$ cat src/rtl/cnt_sched.sv
// ---------------------------------------------------------------------------
// cnt_sched
//
// Purpose:
//   Time-shares one CNT_W-bit up-counter between NUM_REQ requesters.
//   Each requester asks for a counting window of a given length. Windows are
//   granted round-robin and are never pre-empted. For every granted window
//   the counter runs 0..wl-1 while the owner's grant is high. A one-cycle
//   done pulse then goes back to the owner.
//
// Ports:
//   CLK    in   1              clock, all state updates on posedge
//   RST    in   1              synchronous active-high reset
//   req    in   NUM_REQ        per-requester request level, held until done
//   len    in   NUM_REQ*CNT_W  packed window lengths, requester i uses
//                              len[i*CNT_W +: CNT_W]; a length of 0 counts
//                              as 1
//   abort  in   1              (only with CNT_SCHED_ABORT_EN) kills the
//                              running window without a done pulse
//   gnt    out  NUM_REQ        one-hot grant, high for the whole window
//   done   out  NUM_REQ        one-cycle completion pulse to the owner
//   busy   out  1              high whenever the scheduler is not idle
//   cnt    out  CNT_W          shared counter value
//
// Configuration:
//   CNT_SCHED_ABORT_EN  when defined, adds the abort input. Without it every
//                       granted window runs to completion.
// ---------------------------------------------------------------------------
module cnt_sched #(
  parameter int NUM_REQ = 4,
  parameter int CNT_W   = 8
) (
  input  logic                     CLK,
  input  logic                     RST,
  input  logic [NUM_REQ-1:0]       req,
  input  logic [NUM_REQ*CNT_W-1:0] len,
`ifdef CNT_SCHED_ABORT_EN
  input  logic                     abort,
`endif
  output logic [NUM_REQ-1:0]       gnt,
  output logic [NUM_REQ-1:0]       done,
  output logic                     busy,
  output logic [CNT_W-1:0]         cnt
);

  localparam int PTR_W = (NUM_REQ > 1) ? $clog2(NUM_REQ) : 1;

  typedef enum logic [1:0] {
    ST_IDLE,
    ST_RUN,
    ST_DONE
  } stateT;

  // Registered state
  stateT              r_state;
  logic [CNT_W-1:0]   r_cnt;
  logic [NUM_REQ-1:0] r_gnt;
  logic [NUM_REQ-1:0] r_done;
  logic [PTR_W-1:0]   r_ptr;
  logic [PTR_W-1:0]   r_owner;
  logic [CNT_W-1:0]   r_wl;

  // Combinational next values
  stateT              w_nextState;
  logic [CNT_W-1:0]   w_nextCnt;
  logic [NUM_REQ-1:0] w_nextGnt;
  logic [NUM_REQ-1:0] w_nextDone;
  logic [PTR_W-1:0]   w_nextPtr;
  logic [PTR_W-1:0]   w_nextOwner;
  logic [CNT_W-1:0]   w_nextWl;

  // Arbitration results
  logic               w_anyReq;
  logic [PTR_W-1:0]   w_winner;
  logic [NUM_REQ-1:0] w_winnerOneHot;
  logic [NUM_REQ-1:0] w_ownerOneHot;
  logic [CNT_W-1:0]   w_winLen;
  logic [CNT_W-1:0]   w_winLenAdj;
  logic               w_lastCount;
  logic               w_abort;

  // Round-robin search: the candidate order starts just after the last
  // owner and wraps, so whoever was served most recently goes last.
  function automatic logic [PTR_W-1:0] pickWinner(
    input logic [NUM_REQ-1:0] reqs,
    input logic [PTR_W-1:0]   ptr
  );
    logic found;
    int   idx;
    found      = 1'b0;
    pickWinner = '0;
    for (int k = 1; k <= NUM_REQ; k++) begin
      idx = (int'(ptr) + k) % NUM_REQ;
      if (!found && reqs[idx]) begin
        found      = 1'b1;
        pickWinner = PTR_W'(idx);
      end
    end
  endfunction

`ifdef CNT_SCHED_ABORT_EN
  assign w_abort = abort;
`else
  assign w_abort = 1'b0;
`endif

  // Winner selection and its window length. A zero length is promoted to 1
  // so every grant lasts at least one cycle and wl-1 never underflows.
  always_comb begin
    w_anyReq       = |req;
    w_winner       = pickWinner(req, r_ptr);
    w_winnerOneHot = NUM_REQ'(1) << w_winner;
    w_ownerOneHot  = NUM_REQ'(1) << r_owner;
    w_winLen       = len[int'(w_winner)*CNT_W +: CNT_W];
    w_winLenAdj    = (w_winLen == '0) ? CNT_W'(1) : w_winLen;
    w_lastCount    = (r_cnt == (r_wl - CNT_W'(1)));
  end

  // Next-state and next-output logic. All outputs are registered, so this
  // block decides what gnt/done/cnt look like in the following cycle. The
  // owner's length is latched at grant time, which is why later changes to
  // len or req cannot stretch or shorten a running window.
  always_comb begin
    w_nextState = r_state;
    w_nextCnt   = r_cnt;
    w_nextGnt   = r_gnt;
    w_nextDone  = '0;
    w_nextPtr   = r_ptr;
    w_nextOwner = r_owner;
    w_nextWl    = r_wl;

    case (r_state)
      ST_IDLE: begin
        if (w_anyReq) begin
          w_nextState = ST_RUN;
          w_nextGnt   = w_winnerOneHot;
          w_nextCnt   = '0;
          w_nextOwner = w_winner;
          w_nextWl    = w_winLenAdj;
        end
      end

      ST_RUN: begin
        if (w_abort) begin
          // Aborted owner still moves to the back of the queue.
          w_nextState = ST_IDLE;
          w_nextGnt   = '0;
          w_nextCnt   = '0;
          w_nextPtr   = r_owner;
        end else if (w_lastCount) begin
          w_nextState = ST_DONE;
          w_nextGnt   = '0;
          w_nextDone  = w_ownerOneHot;
          w_nextCnt   = '0;
          w_nextPtr   = r_owner;
        end else begin
          w_nextCnt   = r_cnt + CNT_W'(1);
        end
      end

      ST_DONE: begin
        // The done pulse lasts exactly one cycle. Arbitration for the next
        // window happens in the idle cycle that follows.
        w_nextState = ST_IDLE;
        w_nextGnt   = '0;
        w_nextCnt   = '0;
      end

      default: begin
        w_nextState = ST_IDLE;
        w_nextGnt   = '0;
        w_nextCnt   = '0;
      end
    endcase
  end

  // State register. Reset wins in every state, so a window killed by reset
  // never produces a done pulse. The pointer resets to the last requester,
  // which gives requester 0 first priority.
  always_ff @(posedge CLK) begin
    if (RST) begin
      r_state <= ST_IDLE;
      r_cnt   <= '0;
      r_gnt   <= '0;
      r_done  <= '0;
      r_ptr   <= PTR_W'(NUM_REQ - 1);
      r_owner <= '0;
      r_wl    <= CNT_W'(1);
    end else begin
      r_state <= w_nextState;
      r_cnt   <= w_nextCnt;
      r_gnt   <= w_nextGnt;
      r_done  <= w_nextDone;
      r_ptr   <= w_nextPtr;
      r_owner <= w_nextOwner;
      r_wl    <= w_nextWl;
    end
  end

  assign gnt  = r_gnt;
  assign done = r_done;
  assign busy = (r_state != ST_IDLE);
  assign cnt  = r_cnt;

endmodule

$ cat config.mk
export PLATFORM = sky130hd
export DESIGN_NAME = cnt_sched
export DESIGN_NICKNAME = d
export VERILOG_FILES = /design/src/rtl/cnt_sched.sv
export SDC_FILE = /design/constraint.sdc
export NUM_CORES = 1
export LEC_CHECK = 0
export ABC_AREA = 1
export CAP_MARGIN = 20
export CORE_MARGIN = 8
export CORE_UTILIZATION = 44
export DETAILED_ROUTE_END_ITERATION = 6
export GPL_ROUTABILITY_DRIVEN = 0
export PLACE_DENSITY = 0.74
export SLEW_MARGIN = 20
export SYNTH_ARGS = -nofsm -noshare
export SYNTH_HDL_FRONTEND = slang
export SYNTH_SLANG_ARGS = --single-unit
$ cat constraint.sdc
create_clock -name CLK -period 1.81 [get_ports CLK]
set_input_delay 0.362 -clock CLK [delete_from_list [all_inputs] [get_ports CLK]]
set_output_delay 0.362 -clock CLK [all_outputs]
set_load 0.05 [all_outputs]
==> impl_metrics.json, run 1 <==
{
  "yosysTopAreaCell": "dfxtp_1",
  "critPathArrivalTime_ns": 2.17,
  "async_flop_share_pct": 0,
  "grt_pass1_vias": 2391,
  "antenna_found_initial": 0,
  "root_buffer": "clkbuf_8",
  "drive_gt1_share_pct": 37.0,
  "tns_ns": -2.23,
  "period_minus_slack_ns": 2.00,
  "worst_ep_required_time_ns": 1.98,
  "hpwlAfterDp_um": 4650,
  "postSynthCellCount": 319,
  "synthToLayoutAreaGrowth_pct": 64.0,
  "syn_nets": 359,
  "die_area_um2": 7180,
  "min_path_type": "reg2reg",
  "cts.path.max_buffers": 2,
  "initial_core_util_pct": 44.9,
  "wl_um": 5960,
  "synth_ff_type": "dfxtp_1",
  "core_area_um2": 4630,
  "cts_hold_buffers": 0,
  "irDropWorstVdd_uv": 954,
  "synth_top_area_share_pct": 28.9,
  "io_pins": 55,
  "path_max_fanout": 8,
  "synth_edf_count": 0,
  "fmax_ghz": 0.500,
  "tightest_slew_ns": 0.440,
  "drt_iter0_drc": 85,
  "clk_latency_ns": 0.28,
  "crit_path_end_kind": "flop",
  "crit_chain": "buf_8, nand2_2, nand2_2, nand2_4, nand2_4, nor2_8, nand2_4, nor2_4, nand2_2, o21ai_4, buf_4, nand2_1, nand2_1, nor2_1, nand2_1, o21ai_1, nand2_1, nand2_1",
  "dieHeight_um": 84.7,
  "route.vias.total": 2389,
  "final_cell_mix": "nand2_1, buf_4, clkdlybuf4s50_1",
  "p_leak_nw": 1.70,
  "grt_overflow": 0,
  "setup_viol": 22,
  "layout_setup_ws_ns": -0.189,
  "slowest_stage": "dfxtp_4",
  "skew_ns": 0.00361,
  "finalNetCount": 479,
  "synth.distinct_cells": 35,
  "io_buffers": 54,
  "viasPerCell": 4.84,
  "die_w_um": 84.7,
  "crit_top_cell": "nand2_1",
  "synth_area_um2": 2080,
  "relSlewSlack_pct": 70.7,
  "yosysSeqAreaShare_pct": 28.9,
  "crit_path_max_incr_delay_ns": 0.36,
  "synth_area_leaders": "dfxtp_1, nand2_1, nand3_1, inv_1, o21ai_0",
  "worst_setup_path_start_kind": "flop",
  "tritoncts": "done",
  "outcome": "finished with violations",
  "wl_per_cell_um": 12.1,
  "clkTransAtPathRegs_ns": 0.06,
  "final_common_cell": "nand2_1",
  "drtPass1Iterations": 4,
  "drc": 0,
  "power.total_w": 0.00491,
  "cts-buffers-inserted": 5,
  "cellPowerDensity_nw_per_um2": 1440,
  "antenna_left": 0,
  "htree_levels": 2,
  "finalCritPeriodShare_pct": 110,
  "hold_viol": 0,
  "rows": 25,
  "ff2ff_setup_slack_ns": -0.19,
  "path_class": "reg2reg",
  "avgSynthCellArea_um2": 6.52,
  "timing.hold.ws_ns": 0.471,
  "violations": "setup timing",
  "track_usage_pct": 17.1,
  "cpLargestDelayFamily": "simple AND/OR/NAND/NOR gates",
  "ys_warn_count": 0,
  "slew_viol_final": 0,
  "cts.sinks": 30,
  "grt_pass1_wl_um": 10200,
  "grt_max_degree": 16,
  "antenna_cells": 0,
  "synth-seq-cells": 30,
  "critical_path_buf_inv_count": 2,
  "cap_violations": 0,
  "grt_setup_unrepaired": "true"
}
power breakdown:
group          leakage [nW]  switching [W]  total (W)  internal [W]
registers             0.249       0.000131   0.000960      0.000828
clock network        0.0482       0.000246   0.000552      0.000306
logic                  1.40        0.00178    0.00340       0.00161
area by class of cell:
type | instances | area (um^2)
Inverter | 38 | 150
Clock buffer | 7 | 86.3
Timing Repair Buffer | 120 | 1030
Clock inverter | 1 | 5.00
Sequential cell | 30 | 619
Tap cell | 54 | 67.6
Fill cell | 379 | 1220
Multi-Input combinational cell | 244 | 1450
worst paths after layout:
check	from	to	cells after the start
setup reg to reg	r_ptr[0]$_SDFFE_PP1P_	r_wl[0]$_SDFFE_PP1P_	18
hold / removal	r_owner[0]$_SDFFE_PP0P_	r_ptr[0]$_SDFFE_PP1P_	2
hold reg to reg	r_owner[0]$_SDFFE_PP0P_	r_ptr[0]$_SDFFE_PP1P_	2
setup / recovery	r_ptr[0]$_SDFFE_PP1P_	r_wl[0]$_SDFFE_PP1P_	18
worst min-delay path, delay by kind of cell, from the launching register on:
kind	cells	cell delay [ns]
DFF	1	0.31
AOI/OAI and AO/OA	1	0.07
and+or+nand+nor	1	0.06
state kept, by name, summed over array words and instances (netlist names):
register and count:
r_state 2, r_ptr 2, r_owner 2, r_wl 8
cnt 8, gnt 4, done 4
layer usage:
| metal | global-route usage (%) | vias to the layer above | wire (um) |
|---|---|---|---|
| met1 | 18.9 | 1049 | 2580 |
| met2 | 29.3 | 65 | 2850 |
| li1 | - | 1261 | - |
| met3 | 5.17 | 14 | 393 |
| met4 | 7.61 | 0 | 134 |
| met5 | 0 | - | 0 |
repair_timing:
item	in CTS	in global routing
resized for setup	30	24
endpoints found under the setup margin	26	28
buffers inserted	10	3
pin swaps	19	18
logic make-up (layout without fill, tap and decap cells):
logic type	count (synthesis)	count (layout)	synth area share, %
flip-flops	30	30	28.9
XOR/XNOR	13	13	5.48
AND/OR/NAND/NOR	194	194	44.6
adder cells (fa/ha/maj)	2	2	1.20
AO/OA/AOI/OAI	35	35	9.69
buffers and inverters	45	166	10.1
cells in the mapped netlist, types with 2 or more instances:
cell type    n
xnor2_1      4
o21ai_0     16
nor4_1       3
xor2_1       9
nand2_2      6
dfxtp_1     30
nor3_1       3
buf_6        5
nand2_1    111
nand3_1     28
o21ai_1      5
nand4_1      7
nand2_4      6
a21oi_1      9
o211ai_1     2
nor2_1      17
inv_1       33
nor3b_1      3
nor2_4       2
ha_1         2
inv_2        4
through the flow:
stage                     area (um^2)  instances  utilization (%)  setup WS [ns]
after floorplan                  2110        319                -        -0.0761
after global placement           3060        476             66.1         -0.609
after detailed placement         3060        476             66.1         -0.620
after CTS                        3310        492             71.6         -0.205
after global routing             3410        494             73.7         -0.375
final                            3410        494             73.7         -0.189
No activity file was read; power rests on OpenSTA's default activity.
==> run 2: changes to the inputs <==
--- a/config.mk
+++ b/config.mk
@@ -7,11 +7,13 @@
 export LEC_CHECK = 0
 export ABC_AREA = 1
 export CAP_MARGIN = 20
+export CORE_ASPECT_RATIO = 1.5
 export CORE_MARGIN = 8
 export CORE_UTILIZATION = 44
 export DETAILED_ROUTE_END_ITERATION = 6
 export GPL_ROUTABILITY_DRIVEN = 0
 export PLACE_DENSITY = 0.74
+export SKIP_LAST_GASP = 1
 export SLEW_MARGIN = 20
 export SYNTH_ARGS = -nofsm -noshare
 export SYNTH_HDL_FRONTEND = slang
==> constraint.sdc (replaced) <==
create_clock -name CLK -period 1.81 [get_ports CLK]
set_input_delay 0.181 -clock CLK [delete_from_list [all_inputs] [get_ports CLK]]
set_output_delay 0.181 -clock CLK [all_outputs]
set_load 0.05 [all_outputs]
==> run 2 against run 1 <==
Net effect: the flow still finishes with violations (setup timing); critical path type unchanged; via count increased by 4.2%; final cell count up 1.0%; count of clock-buffer cells in the layout is 1 lower; sequential cell count stayed put; sequential power is 2% higher; hold slack gained 0.0098 ns; core utilization grew 2.1 points; die area rose by 0.63%; first-iteration DRC count up 48%; critical path depth decreased by 4; routed wire length up 16%; highest routed layer unchanged; register-to-register slack worse by 0.26 ns.
==> impl_metrics.json, run 2 (same netlist as run 1, synthesis figures left out) <==
{
  "antenna_found_initial": 0,
  "relSlewSlack_pct": 61.4,
  "viasPerCell": 4.99,
  "clock_power_share_pct": 11.2,
  "path_class": "reg2reg",
  "irDropWorstVdd_uv": 750,
  "cap_violations": 0,
  "rows": 30,
  "tightest_slew_ns": 0.579,
  "fmax_ghz": 0.443,
  "wl_per_cell_um": 13.9,
  "finalNetCount": 474,
  "cts_hold_buffers": 0,
  "antenna_left": 0,
  "critPathArrivalTime_ns": 2.48,
  "violations": "setup timing",
  "path_max_fanout": 6,
  "antenna_cells": 0,
  "drt_iter0_drc": 126,
  "nFillCells": 328,
  "drtPass1Iterations": 4,
  "slowest_stage": "dfxtp_2",
  "finalCritPeriodShare_pct": 125,
  "min_from": "gnt[3]$_SDFFE_PP0P_",
  "place_area_um2": 3040,
  "power.total_w": 0.00514,
  "grt_pass1_vias": 2498,
  "skew_ns": 0.00895,
  "tritoncts": "done",
  "power.share.switching_pct": 45.8,
  "synthToLayoutAreaGrowth_pct": 65.6,
  "grt_setup_unrepaired": "true",
  "root_buffer": "clkbuf_8",
  "dieHeight_um": 100,
  "htree_levels": 2,
  "grt_max_degree": 17,
  "worstSetupStartpoint": "r_wl[2]$_SDFFE_PP0P_",
  "hold_viol": 0,
  "route.vias.total": 2490,
  "p_comb_share_pct": 69.8,
  "critical_path_buf_inv_count": 3,
  "final_area_um2": 3440,
  "min_path_type": "reg2reg",
  "io_pins": 55,
  "crit_path_end_kind": "flop",
  "grt_overflow": 0,
  "grt_pass1_wl_um": 10900,
  "layout_setup_ws_ns": -0.449,
  "wl_um": 6930,
  "core_area_um2": 4540,
  "outcome": "finished with violations",
  "cpLargestDelayFamily": "simple AND/OR/NAND/NOR gates",
  "cts.sinks": 30,
  "io_buffers": 54,
  "timing.rr.start": "r_wl[2]$_SDFFE_PP0P_",
  "seq_power_share_pct": 19.1,
  "cts-buffers-inserted": 5,
  "p_leak_nw": 1.64,
  "initial_core_util_pct": 45.8,
  "setup_viol": 29,
  "final_cell_mix": "nand2_1, clkdlybuf4s50_1, buf_4",
  "clkTransAtPathRegs_ns": 0.07,
  "clk_latency_ns": 0.29,
  "final_common_cell": "nand2_1",
  "die_w_um": 72.1,
  "intPower_w": 0.00279,
  "multiInputGateArea_um2": 1460,
  "die_area_um2": 7230,
  "drive_gt1_share_pct": 34.0,
  "slew_viol_final": 0,
  "cellPowerDensity_nw_per_um2": 1490,
  "drc": 0,
  "worst_ep_required_time_ns": 2.03,
  "worst_setup_path_start_kind": "flop",
  "crit_chain": "inv_2, nand4_1, buf_6, nand3_2, and2_4, and3_4, nand4_1, nand2_2, nand2_4, nor2_4, nand2_4, o21ai_2, o21ai_1, inv_1",
  "period_minus_slack_ns": 2.26,
  "crit_path_max_incr_delay_ns": 0.35,
  "cts.path.max_buffers": 2,
  "hpwlAfterDp_um": 4660,
  "p_sw_w": 0.00235,
  "track_usage_pct": 18.3,
  "final-seq-area_um2": 616
}
run 2: final cells by class:
type	instances	area share, %
Clock buffer	6	2.40
Sequential cell	30	17.9
Clock inverter	2	0.363
Inverter	38	4.43
Multi-Input combinational cell	245	42.5
Timing Repair Buffer	114	30.1
Tap cell	64	2.33
run 2: power by group through the flow:
| stage | combinational [W] | clock, W | sequential, W |
|---|---|---|---|
| 2_1_floorplan | 0.00172 | 0 | 0.00108 |
| 3_5_place_dp | 0.00289 | 0 | 0.000949 |
| 6_report | 0.00358 | 0.000574 | 0.000979 |
| 5_1_grt | 0.00392 | 0.000609 | 0.000988 |
| 4_1_cts | 0.00321 | 0.000571 | 0.000946 |
| 3_3_place_gp | 0.00285 | 0 | 0.000946 |
run 2: path summary, 6_finish.rpt:
path / cells after the start / slack (ns) / end
setup reg to reg: 14 / -0.45 / r_wl[2]$_SDFFE_PP0P_
hold reg to reg: 2 / 0.48 / gnt[3]$_SDFFE_PP0P_
setup / recovery: 14 / -0.45 / r_wl[2]$_SDFFE_PP0P_
hold / removal: 2 / 0.48 / gnt[3]$_SDFFE_PP0P_
run 2: layer usage:
layer	vias to the layer above	GRT usage [%]	wire (um)
li1	1248	-	-
met1	1145	18.7	2690
met2	75	34.2	3760
met3	22	2.59	253
met4	0	9.48	227
met5	-	0	0
run 2: worst reg2reg max path, delay by kind of cell, from the launching register on:
family / cells / cell delay (ns)
compound gates: 2 / 0.18
buf+inv: 3 / 0.35
flops: 1 / 0.35
simple gates: 9 / 1.34
run 2: repair_timing:
action | 4_1_cts | 5_1_grt
setup endpoints to repair | 26 | 28
resized for setup | 32 | 23
setup buffers | 9 | 6
cloned | 1 | 0
pin swaps | 22 | 5
run 2: metrics by stage:
step	utilization (%)	setup slack (ns)	hold WS, ns	instances	setup TNS, ns
floorplan	-	-0.0761	0.265	319	-0.543
global placement	66.9	-0.384	0.453	478	-4.35
detailed placement	66.9	-0.451	0.459	478	-5.87
CTS	72.6	-0.230	0.474	493	-3.35
global route	75.8	-0.572	0.499	499	-12.79
finish	75.8	-0.449	0.481	499	-9.49
